[src/rtl/line_buffer_3x3_if.sv]
// Pixel-stream / 3x3-window bundle for line_buffer_3x3.
// oFrameDone is present only when LB_FRAME_DONE_EN is defined.
interface line_buffer_3x3_if #(
  parameter int WI = 8
);
  // iInValid qualifies iPixel. There is no ready: every cycle with iInValid=1
  // transfers one pixel. oOutValid qualifies the three window rows for one cycle.
  logic                 iInValid;
  logic signed [WI-1:0] iPixel;
  logic                 oOutValid;
  logic [3*WI-1:0]      oWindowOutRow1;
  logic [3*WI-1:0]      oWindowOutRow2;
  logic [3*WI-1:0]      oWindowOutRow3;
`ifdef LB_FRAME_DONE_EN
  logic                 oFrameDone;

  modport master (
    output iInValid, iPixel,
    input  oOutValid, oWindowOutRow1, oWindowOutRow2, oWindowOutRow3, oFrameDone
  );

  modport slave (
    input  iInValid, iPixel,
    output oOutValid, oWindowOutRow1, oWindowOutRow2, oWindowOutRow3, oFrameDone
  );
`else
  modport master (
    output iInValid, iPixel,
    input  oOutValid, oWindowOutRow1, oWindowOutRow2, oWindowOutRow3
  );

  modport slave (
    input  iInValid, iPixel,
    output oOutValid, oWindowOutRow1, oWindowOutRow2, oWindowOutRow3
  );
`endif
endinterface

[src/rtl/line_buffer_3x3.sv]
// line_buffer_3x3: raster pixels pass through two line memories into a 3x3
// register window. Defining LB_FRAME_DONE_EN adds the one-cycle oFrameDone pulse.
module line_buffer_3x3 #(
  parameter int WI    = 8,
  parameter int IMG_W = 28,
  parameter int IMG_H = 28
) (
  input  logic             iClk,
  input  logic             iRst,
  line_buffer_3x3_if.slave bus,
  output logic [0:0]       dbg_state
);

  localparam int CW = (IMG_W > 2) ? $clog2(IMG_W) : 2;
  localparam int RW = (IMG_H > 2) ? $clog2(IMG_H) : 2;

  localparam logic [0:0] ST_FILL = 1'b0;
  localparam logic [0:0] ST_RUN  = 1'b1;

  localparam logic [CW-1:0] COL_LAST = CW'(IMG_W - 1);
  localparam logic [RW-1:0] ROW_LAST = RW'(IMG_H - 1);
  localparam logic [CW-1:0] COL_TWO  = CW'(2);
  localparam logic [RW-1:0] ROW_ONE  = RW'(1);
  localparam logic [RW-1:0] ROW_TWO  = RW'(2);

  // Line memories: lb1 holds row r-1, lb2 holds row r-2, indexed by column.
  logic signed [WI-1:0] lb1_mem [IMG_W];
  logic signed [WI-1:0] lb2_mem [IMG_W];
  logic signed [WI-1:0] lb1_rd;
  logic signed [WI-1:0] lb2_rd;

  logic [CW-1:0]        col_q, col_d;
  logic [RW-1:0]        row_q, row_d;
  logic [0:0]           state_q, state_d;
  logic signed [WI-1:0] win_q [3][3];
  logic signed [WI-1:0] win_d [3][3];
  logic                 valid_q, valid_d;
  logic [3*WI-1:0]      row1_q, row1_d;
  logic [3*WI-1:0]      row2_q, row2_d;
  logic [3*WI-1:0]      row3_q, row3_d;

  logic accept;
  logic col_end;
  logic frame_end;
  logic win_ok;

  assign accept = bus.iInValid;
  assign lb1_rd = lb1_mem[col_q];
  assign lb2_rd = lb2_mem[col_q];

  always_comb begin
    col_end   = (col_q == COL_LAST);
    frame_end = col_end && (row_q == ROW_LAST);
    win_ok    = (state_q == ST_RUN) && (row_q >= ROW_TWO) && (col_q >= COL_TWO);
  end

  always_comb begin
    col_d   = col_q;
    row_d   = row_q;
    state_d = state_q;
    win_d   = win_q;
    valid_d = 1'b0;
    row1_d  = row1_q;
    row2_d  = row2_q;
    row3_d  = row3_q;

    if (accept) begin
      col_d = col_end ? '0 : col_q + 1'b1;
      if (col_end) begin
        row_d = (row_q == ROW_LAST) ? '0 : row_q + 1'b1;
      end

      case (state_q)
        ST_FILL: if (col_end && (row_q == ROW_ONE)) state_d = ST_RUN;
        ST_RUN:  if (frame_end) state_d = ST_FILL;
        default: state_d = ST_FILL;
      endcase

      // Window [row][col]: row 0 = top (oldest line), col 0 = left (oldest column).
      for (int r = 0; r < 3; r++) begin
        win_d[r][0] = win_q[r][1];
        win_d[r][1] = win_q[r][2];
      end
      win_d[0][2] = lb2_rd;
      win_d[1][2] = lb1_rd;
      win_d[2][2] = bus.iPixel;

      // Output registers only load on a complete window so they hold otherwise.
      if (win_ok) begin
        valid_d = 1'b1;
        row1_d  = {win_d[0][0], win_d[0][1], win_d[0][2]};
        row2_d  = {win_d[1][0], win_d[1][1], win_d[1][2]};
        row3_d  = {win_d[2][0], win_d[2][1], win_d[2][2]};
      end
    end
  end

  always_ff @(posedge iClk or posedge iRst) begin
    if (iRst) begin
      state_q <= ST_FILL;
      col_q   <= '0;
      row_q   <= '0;
      valid_q <= 1'b0;
      row1_q  <= '0;
      row2_q  <= '0;
      row3_q  <= '0;
      for (int r = 0; r < 3; r++) begin
        for (int c = 0; c < 3; c++) begin
          win_q[r][c] <= '0;
        end
      end
    end else begin
      state_q <= state_d;
      col_q   <= col_d;
      row_q   <= row_d;
      valid_q <= valid_d;
      row1_q  <= row1_d;
      row2_q  <= row2_d;
      row3_q  <= row3_d;
      win_q   <= win_d;
    end
  end

  // Line memories carry no reset; rows 0 and 1 of every frame overwrite them
  // before any window can read them.
  always_ff @(posedge iClk) begin
    if (accept) begin
      lb2_mem[col_q] <= lb1_rd;
      lb1_mem[col_q] <= bus.iPixel;
    end
  end

  assign bus.oOutValid      = valid_q;
  assign bus.oWindowOutRow1 = row1_q;
  assign bus.oWindowOutRow2 = row2_q;
  assign bus.oWindowOutRow3 = row3_q;
  assign dbg_state          = state_q;

`ifdef LB_FRAME_DONE_EN
  logic frame_done_q, frame_done_d;

  always_comb frame_done_d = accept && frame_end;

  always_ff @(posedge iClk or posedge iRst) begin
    if (iRst) frame_done_q <= 1'b0;
    else      frame_done_q <= frame_done_d;
  end

  assign bus.oFrameDone = frame_done_q;
`endif

endmodule

[src/flat_wrapper.sv]
// flat-port wrapper written by rule: the top's interface ports become plain ports
module line_buffer_3x3_flat 
#(
  parameter int WI    = 8,
  parameter int IMG_W = 28,
  parameter int IMG_H = 28
)
  (iClk, iRst, dbg_state, bus_iInValid, bus_iPixel, bus_oOutValid, bus_oWindowOutRow1, bus_oWindowOutRow2, bus_oWindowOutRow3);
  line_buffer_3x3_if #(.WI(WI)) bus_i ();
  input  logic iClk;
  input  logic iRst;
  output logic [0:0] dbg_state;
  input wire logic [$bits(bus_i.iInValid)-1:0] bus_iInValid;
  input wire logic [$bits(bus_i.iPixel)-1:0] bus_iPixel;
  output wire logic [$bits(bus_i.oOutValid)-1:0] bus_oOutValid;
  output wire logic [$bits(bus_i.oWindowOutRow1)-1:0] bus_oWindowOutRow1;
  output wire logic [$bits(bus_i.oWindowOutRow2)-1:0] bus_oWindowOutRow2;
  output wire logic [$bits(bus_i.oWindowOutRow3)-1:0] bus_oWindowOutRow3;
  assign bus_i.iInValid = bus_iInValid;
  assign bus_i.iPixel = bus_iPixel;
  assign bus_oOutValid = bus_i.oOutValid;
  assign bus_oWindowOutRow1 = bus_i.oWindowOutRow1;
  assign bus_oWindowOutRow2 = bus_i.oWindowOutRow2;
  assign bus_oWindowOutRow3 = bus_i.oWindowOutRow3;
  line_buffer_3x3 #(.WI(WI), .IMG_W(IMG_W), .IMG_H(IMG_H)) u_core (.iClk(iClk), .iRst(iRst), .bus(bus_i), .dbg_state(dbg_state));
endmodule
[config.mk]
export PLATFORM = sky130hd
export DESIGN_NAME = line_buffer_3x3_flat
export DESIGN_NICKNAME = d
export VERILOG_FILES = /design/src/rtl/line_buffer_3x3_if.sv /design/src/rtl/line_buffer_3x3.sv /design/src/flat_wrapper.sv
export SDC_FILE = /design/constraint.sdc
export NUM_CORES = 1
export LEC_CHECK = 0
export ABC_AREA = 0
export BUFFER_PORTS_ARGS = -buffer_cell sky130_fd_sc_hd__buf_2
export CAP_MARGIN = 10
export CELL_PAD_IN_SITES_DETAIL_PLACEMENT = 0
export CELL_PAD_IN_SITES_GLOBAL_PLACEMENT = 1
export CORE_ASPECT_RATIO = 2
export CORE_MARGIN = 1
export CORE_UTILIZATION = 55
export CTS_CLUSTER_DIAMETER = 120
export DETAILED_ROUTE_END_ITERATION = 8
export PLACE_DENSITY_LB_ADDON = 0.25
export SKIP_CTS_REPAIR_TIMING = 1
export SLEW_MARGIN = 20
export SYNTH_ARGS = -nofsm -noshare
export SYNTH_HDL_FRONTEND = slang
export SYNTH_SLANG_ARGS = --single-unit
[constraint.sdc]
create_clock -name iClk -period 8.9 [get_ports iClk]
set_input_delay 1.335 -clock iClk [delete_from_list [all_inputs] [get_ports iClk]]
set_output_delay 1.335 -clock iClk [all_outputs]
set_load 0.05 [all_outputs]
==> results of run 1 <==
==> critical path, stage by stage (launching register included) <==
cell     delay [ns]
dfrtp_4        0.82
buf_12         0.69
buf_4          0.81
mux2i_1        0.27
o22ai_1        0.11
nor4_1         0.65
nand2_1        0.66
==> through the flow <==
stage | total power, µW | instance area (µm²)
global route | 9170 | 24900
detailed placement | 6890 | 23500
CTS | 8880 | 24900
global placement | 6820 | 23500
floorplan | 5930 | 22300
finish | 8860 | 24900
==> flip-flops by register name, indices dropped and copies added (netlist names) <==
signal                     flops
u_core.row_q                   5
u_core.dbg_state               1
u_core.col_q                   5
u_core.bus.oWindowOutRow3     24
u_core.bus.oOutValid           1
u_core.lb2_mem               224
u_core.win_q                  48
u_core.bus.oWindowOutRow1     24
u_core.lb1_mem               224
u_core.bus.oWindowOutRow2     24
==> cell families after synthesis <==
kind of cell,Yosys count,share of synthesized area (%)
XOR/XNOR,2,0.0784
flip-flops,580,75.0
AO/OA/AOI/OAI,152,4.41
AND/OR/NAND/NOR,144,3.31
buffers and inverters,78,1.87
multiplexers,297,14.9
adder cells (fa/ha/maj),7,0.392
==> placed cells by master, fill, tap and decap left out, types with 17 or more instances in the layout <==
cell type	n
mux2_2	90
buf_2	83
buf_4	48
clkbuf_16	49
a31oi_1	36
nand2_1	21
dfrtp_1	130
o22ai_1	89
nor2_1	60
mux2i_1	188
edfxtp_1	448
mux4_2	17
==> worst min path at each step <==
stage                                        startpoint                             to  slack (ns)  cells past startpoint
after floorplan                        u_core.win_q[32]               u_core.win_q[32]        0.47                      1
after CTS                 u_core.bus.oWindowOutRow1[20]  u_core.bus.oWindowOutRow1[20]        0.50                      1
after detailed placement               u_core.win_q[15]  u_core.bus.oWindowOutRow3[23]        0.49                      1
after global routing       u_core.bus.oWindowOutRow3[3]   u_core.bus.oWindowOutRow3[3]        0.52                      1
final                     u_core.bus.oWindowOutRow3[23]  u_core.bus.oWindowOutRow3[23]        0.50                      1
after global placement                 u_core.win_q[13]  u_core.bus.oWindowOutRow3[21]        0.48                      1
==> power breakdown <==
part | internal (µW) | switching [µW] | leakage, µW
Combinational | 819 | 2010 | 0.00279
Sequential | 3780 | 227 | 0.00574
Clock | 1100 | 924 | 0.000724
==> cell type report <==
| type | instances | area, µm² |
|---|---|---|
| well taps | 530 | 663 |
| flip-flops and latches | 580 | 16800 |
| clock inverters | 28 | 218 |
| clock buffers | 55 | 1260 |
| inverters | 8 | 35.0 |
| multi-input cells | 602 | 5210 |
| fillers | 2948 | 15100 |
| repair buffers | 132 | 796 |
==> routing by layer <==
layer  vias to the layer above  global-route usage, %  wire [µm]
li1                       5168                      -          -
met1                      6261                   32.7      20300
met2                       515                   49.6      29600
met3                       149                   3.33       3040
met4                         0                   14.4       3110
met5                         -                      0          0
==> results.md, run 1 <==
- DP Worst Slack: 4.28 ns
- Fin crit share: 52.6%
- Core ar.: 40100 µm²
- Share of the synthesized area in the top cell type: 60.2%
- Drt drc: 0
- Worst slew pin tran: about 1.1 ns
- Final Hold Vio Count: 0
- Crit Reg-Reg Startpoint: u_core.col_q[1]
- Clk_lat worst skew: 0.57 ns
- Post-synth EDFFs: 448
- # rows: roughly 100
- Status: completed
- LEAKAGE: ~0.0093 µW
- Routed wire length: between 50000 and 60000 µm
- Yosys cell types: 46
- Clock sink count: 580
- Worst VDD drop: ~0.0002 V
- N_diodes: 0
- RSZ-0062 raised after global routing: no
- Tmin final: approximately 4.7 ns
- Initial antenna violation count: 0
- CTS Root Cell: clkbuf_16
- Synth Instances: 1260
- R2R cell count: 6
- Worst reg-to-reg setup slack: ~4.2 ns
- Critical path fanouts, max: 120
- Final Worst Setup Slack: roughly 4.2 ns
- RR Endpoint: u_core.lb2_mem[23][5]
- Crit path to: u_core.lb2_mem[23][5]
- Worst Path Class, Setup: reg -> reg
- Hold Slack: approximately 0.50 ns
- Top cells by area, synth: edfxtp_1 60%, dfrtp_1 15%, mux2i_1 8.4%
- Pre-antenna DRT Iters: 5
- Skew final: 0.0221 ns
- I/O pin total: 85
- Die ar.: 41500 µm²
- Top-count cell post-synth: edfxtp_1
- Final Non-Filler Cells: between 1500 and 2000
- Layout area overhead: 11.7%
- Global Route Usage Sum: 27.9%
- First-pass GRT wire length: about 80000 µm
- Register area share after synthesis: 75.0%
- Vias in the first global route: 11968
- Top cell type by total area after synthesis: edfxtp_1
- Setup tns final: 0 ns
- Wire per inst: 29.0 µm
- Largest net degree at the start of global routing: 121
- Routed Antenna Nets: 0
- Final Setup Violations: 0
- DP HPWL: 34900 µm
- Min-delay worst type: reg -> reg
- Syn Nets: 1278
- H-tree levels: 2
- Via count: between 10000 and 15000
- F_max: 213 MHz
- Dpl cells: 1852
- Synth Cell Area: between 20000 and 25000 µm²
- Layout cells sized above 1: 23.1%
- Clock transition at path regs: 0.07 ns
- Max clock buf depth: 3
- Mean Syn Cell Area: 17.7 µm²
- Worst EP required: 9.01 ns
- CP startpoint: u_core.col_q[1]
- DIE HEIGHT: 287 µm
- Synth top cells by count: 448 x edfxtp_1, 188 x mux2i_1, 132 x dfrtp_1, 90 x mux2_2, 89 x o22ai_1
- Worst rel slew slack: 25.8%
- Fin nets: 1388
- Critical Path AT: 4.79 ns
- Drt first-iter violations: 1132
- Die extent in x: 144 µm
- Overflow after GRT: 0
- CTS tree: built
- Ys Warns: 0
- PwrDens: 355 nW/µm²
- Max-Cap Viols: 0
- Placer Congestion: 0.836
- FFs w/ async S/R, synth: between 20% and 30%
- IO Port Bufs: 84
- Synth Flop Type: edfxtp_1
- TritonCTS Buffers: 46
- DR vias/cell: between 6 and 7
- Max-slew violations: 0
- Post-Route Utilization: 62.2%
- Crit. End Element: flop
- CP Launch Type: flop
- #FFs+latches synth: 580
- Initial core utilization: 55.7%
Power figures use the tool's default switching activity.
==> run 2, diff against run 1 <==
--- a/config.mk
+++ b/config.mk
@@ -5,14 +5,14 @@
 export SDC_FILE = /design/constraint.sdc
 export NUM_CORES = 1
 export LEC_CHECK = 0
-export ABC_AREA = 0
+export ABC_AREA = 1
 export BUFFER_PORTS_ARGS = -buffer_cell sky130_fd_sc_hd__buf_2
 export CAP_MARGIN = 10
 export CELL_PAD_IN_SITES_DETAIL_PLACEMENT = 0
 export CELL_PAD_IN_SITES_GLOBAL_PLACEMENT = 1
 export CORE_ASPECT_RATIO = 2
 export CORE_MARGIN = 1
-export CORE_UTILIZATION = 55
+export CORE_UTILIZATION = 44
 export CTS_CLUSTER_DIAMETER = 120
 export DETAILED_ROUTE_END_ITERATION = 8
 export PLACE_DENSITY_LB_ADDON = 0.25
==> constraint.sdc (replaced) <==
create_clock -name iClk -period 4.25 [get_ports iClk]
set_input_delay 0.6375 -clock iClk [delete_from_list [all_inputs] [get_ports iClk]]
set_output_delay 0.6375 -clock iClk [all_outputs]
set_load 0.05 [all_outputs]
==> run 2 against run 1 <==
  * Die area increased by 37%
  * Sequential share of layout area down 6.2 points
  * Clock-buffer cell count rose by 2
  * First-iteration DRC count shrank 4.8%
  * Via count grew 35%
  * Core utilization shrank 12 points
  * Non-clock buffer count increased by 11
  * Wire length rose by 5.6%
  * Design area grew 10%
  * Register-to-register slack worse by 3.0 ns
  * Final cell count grew 74%
  * Power up 92%
  * Critical path type unchanged
  * Critical endpoint is now u_core.lb2_mem[11][2]
==> results.md, run 2 <==
- Min-delay worst type: in -> async
- Register area share after synthesis: 68.2% (-6.9 points)
- Worst VDD drop: 0.000392 V (+94%)
- FF+latch area: 16800 µm² (about the same)
- #FFs+latches synth: 580 (unchanged)
- Share of the synthesized area in the top cell type: 54.7% (-5.5 points)
- Clock sink count: 580 (unchanged)
- Syn Nets: 2512 (+97%)
- CTS tree: built
- Placer Congestion: 0.783 (-6.3%)
- Skew final: 0.0132 ns (-0.00890 ns)
- IO Port Bufs: 84 (unchanged)
- Hold Slack: 0.0210 ns (-0.480 ns)
- Top-count cell post-synth: nand2_1
- Clk_lat worst skew: 0.58 ns (about the same)
- Top cells by area, synth: edfxtp_1 55%, nand2_1 16%, dfrtp_1 13%
- Mux cell area share after synthesis: 0% (-15 points)
- First-pass GRT wire length: 92200 µm (+15%)
- Tmin final: 3.02 ns (-1.66 ns)
- Yosys cell types: 29 (-37%)
- FFs w/ async S/R, synth: 22.8% (unchanged)
- DIE HEIGHT: 336 µm (+17%)
- Synth Instances: 2494 (+98%)
- Wire per inst: 17.6 µm (-39%)
- Compound-Gate Fraction of Synth Area: 2.01% (-2.4 points)
- DR vias/cell: 4.86 (-22%)
- Final Hold Vio Count: 0 (unchanged)
- DP HPWL: 36400 µm (+4.2%)
- Post-Route Utilization: 49.7% (-12 points)
- Worst reg-to-reg setup slack: 1.23 ns (-2.99 ns)
- Final Setup Violations: 0 (unchanged)
- Worst slew pin tran: 1.12 ns (+0.00508 ns)
- Die extent in x: 169 µm (+17%)
- Synth top cells by count: 1077 x nand2_1, 448 x edfxtp_1, 368 x inv_1, 166 x nand3_1, 132 x dfrtp_1
- Worst EP required: 4.31 ns (-4.70 ns)
- Fin crit share: 71.1% (+18 points)
- Worst rel slew slack: 25.3% (-0.58 points)
- F_max: 331 MHz (+55%)
- Status: completed
- TritonCTS Buffers: 48 (+4.3%)
- I/O pin total: 85 (unchanged)
- Fill cell count: 5183 (+76%)
- Multi-input logic area: 5870 µm² (+13%)
- Setup tns final: 0 ns (unchanged)
- N_diodes: 0 (unchanged)
- Largest net degree at the start of global routing: 136 (+12%)
- Post-synthesis xor/xnor area fraction: 0.0356% (-0.043 points)
- Adder-cell share of the synthesized area: 0.356% (-0.036 points)
- Ys Warns: 0 (unchanged)
- Top cell type by total area after synthesis: edfxtp_1
- Largest family of logic cells by synthesized area: simple AND/OR/NAND/NOR gates
- Most frequent cells in the layout: 1077 x nand2_1, 448 x edfxtp_1, 367 x inv_1
- R2R cell count: 8 (+2)
- Max-slew violations: 0 (unchanged)
- Crit. End Element: flop
- Layout area overhead: 11.8%
- Die ar.: 56900 µm² (+37%)
- Critical Path AT: 3.08 ns (-1.71 ns)
- Fin nets: 2596 (+87%)
- Overflow after GRT: 0 (unchanged)
- H-tree levels: 2 (unchanged)
- Global Route Usage Sum: 21.5% (-6.4 points)
- Via count: 16314 (+35%)
- Max clock buf depth: 3 (unchanged)
- Worst Path Class, Setup: reg -> reg
- Leading cell type in the layout, fill and taps excluded: nand2_1
- CTS Root Cell: clkbuf_16
- Pre-antenna DRT Iters: 5 (unchanged)
- Synth Area in Simple Gates: 21.5% (+18 points)
- Synth Cell Area: 24600 µm² (+10%)
- Post-synth EDFFs: 448 (unchanged)
- Max-Cap Viols: 0 (unchanged)
- Drt drc: 0 (unchanged)
- Largest regs: u_core.lb1_mem x224, u_core.lb2_mem x224, u_core.win_q x48
- Synth Flop Type: edfxtp_1
- Routed Antenna Nets: 0 (unchanged)
- Layout cells sized above 1: 9.02% (-14 points)
- # rows: 122 (+17%)
- Drt first-iter violations: 1078 (-4.8%)
- Mean Syn Cell Area: 9.86 µm² (-44%)
- Critical path fanouts, max: 64 (-47%)
- PwrDens: 618 nW/µm² (+74%)
- CP Launch Type: flop
- Initial antenna violation count: 0 (unchanged)
- Initial core utilization: 44.5% (-11 points)
- LEAKAGE: 0.0127 µW (+37%)
- RSZ-0062 raised after global routing: no
- Core ar.: 55300 µm² (+38%)
- Clock transition at path regs: 0.07 ns (about the same)
- Vias in the first global route: 16296 (+36%)
- Routed wire length: 59200 µm (+5.6%)
## run 2: layout make-up
cell class              instances  area share, %
well taps                     744           3.39
inverters                     376           5.18
multi-input cells            1429           21.4
clock buffers                  57           4.76
clock inverters                31           1.01
flip-flops and latches        580           61.0
repair buffers                143           3.32
## run 2: per-stage QoR
stage               cells  setup slack, ns  cell area, µm²  total power, µW
finish               3360             1.23           27500            17000
global route         3360            0.986           27500            17900
CTS                  3360             1.23           27500            17200
detailed placement   3272             1.24           25900            12700
global placement     3272             1.24           25900            12600
floorplan            2494           0.0865           24600            10800
## run 2: kinds of logic (layout without fill, tap and decap cells)
family                   Yosys count  count (layout)
AND/OR/NAND/NOR                 1323            1323
flip-flops                       580             580
buffers and inverters            485             607
AO/OA/AOI/OAI                     98              98
adder cells (fa/ha/maj)            7               7
XOR/XNOR                           1               1
## run 2: path summary, 6_finish.rpt
| kind | start | end |
|---|---|---|
| min reg2reg | u_core.bus.oWindowOutRow1[14] | u_core.bus.oWindowOutRow1[14] |
| min in group iClk | u_core.bus.oWindowOutRow1[14] | u_core.bus.oWindowOutRow1[14] |
| min | iRst | u_core.win_q[59] |
| max in group asynchronous | iRst | u_core.col_q[0] |
| max reg2reg | u_core.col_q[0] | u_core.lb2_mem[11][2] |
| max | u_core.col_q[0] | u_core.lb2_mem[11][2] |
## run 2: worst max-delay path, stage by stage, from the launching register on
cell and delay (ns):
dfrtp_4 0.68, buf_4 0.65, nand2_1 0.11, nand3_1 0.11
nand2_1 0.08, nand2_1 0.06, nand2_1 0.06, nor2_1 0.11
nand3_2 0.61
## run 2: per-layer routing
metal | global-route usage, % | wire [µm]
met1 | 24.3 | 22600
met2 | 40.0 | 31700
met4 | 9.39 | 2390
met3 | 2.68 | 2510
met5 | 0 | 0
## run 2: where the power goes
group / leakage [µW] / switching (µW) / internal [µW]
clock: 0.000762 / 2050 / 2460
combinational: 0.00616 / 3650 / 1090
sequential: 0.00580 / 269 / 7470
total: 0.0127 / 5970 / 11000
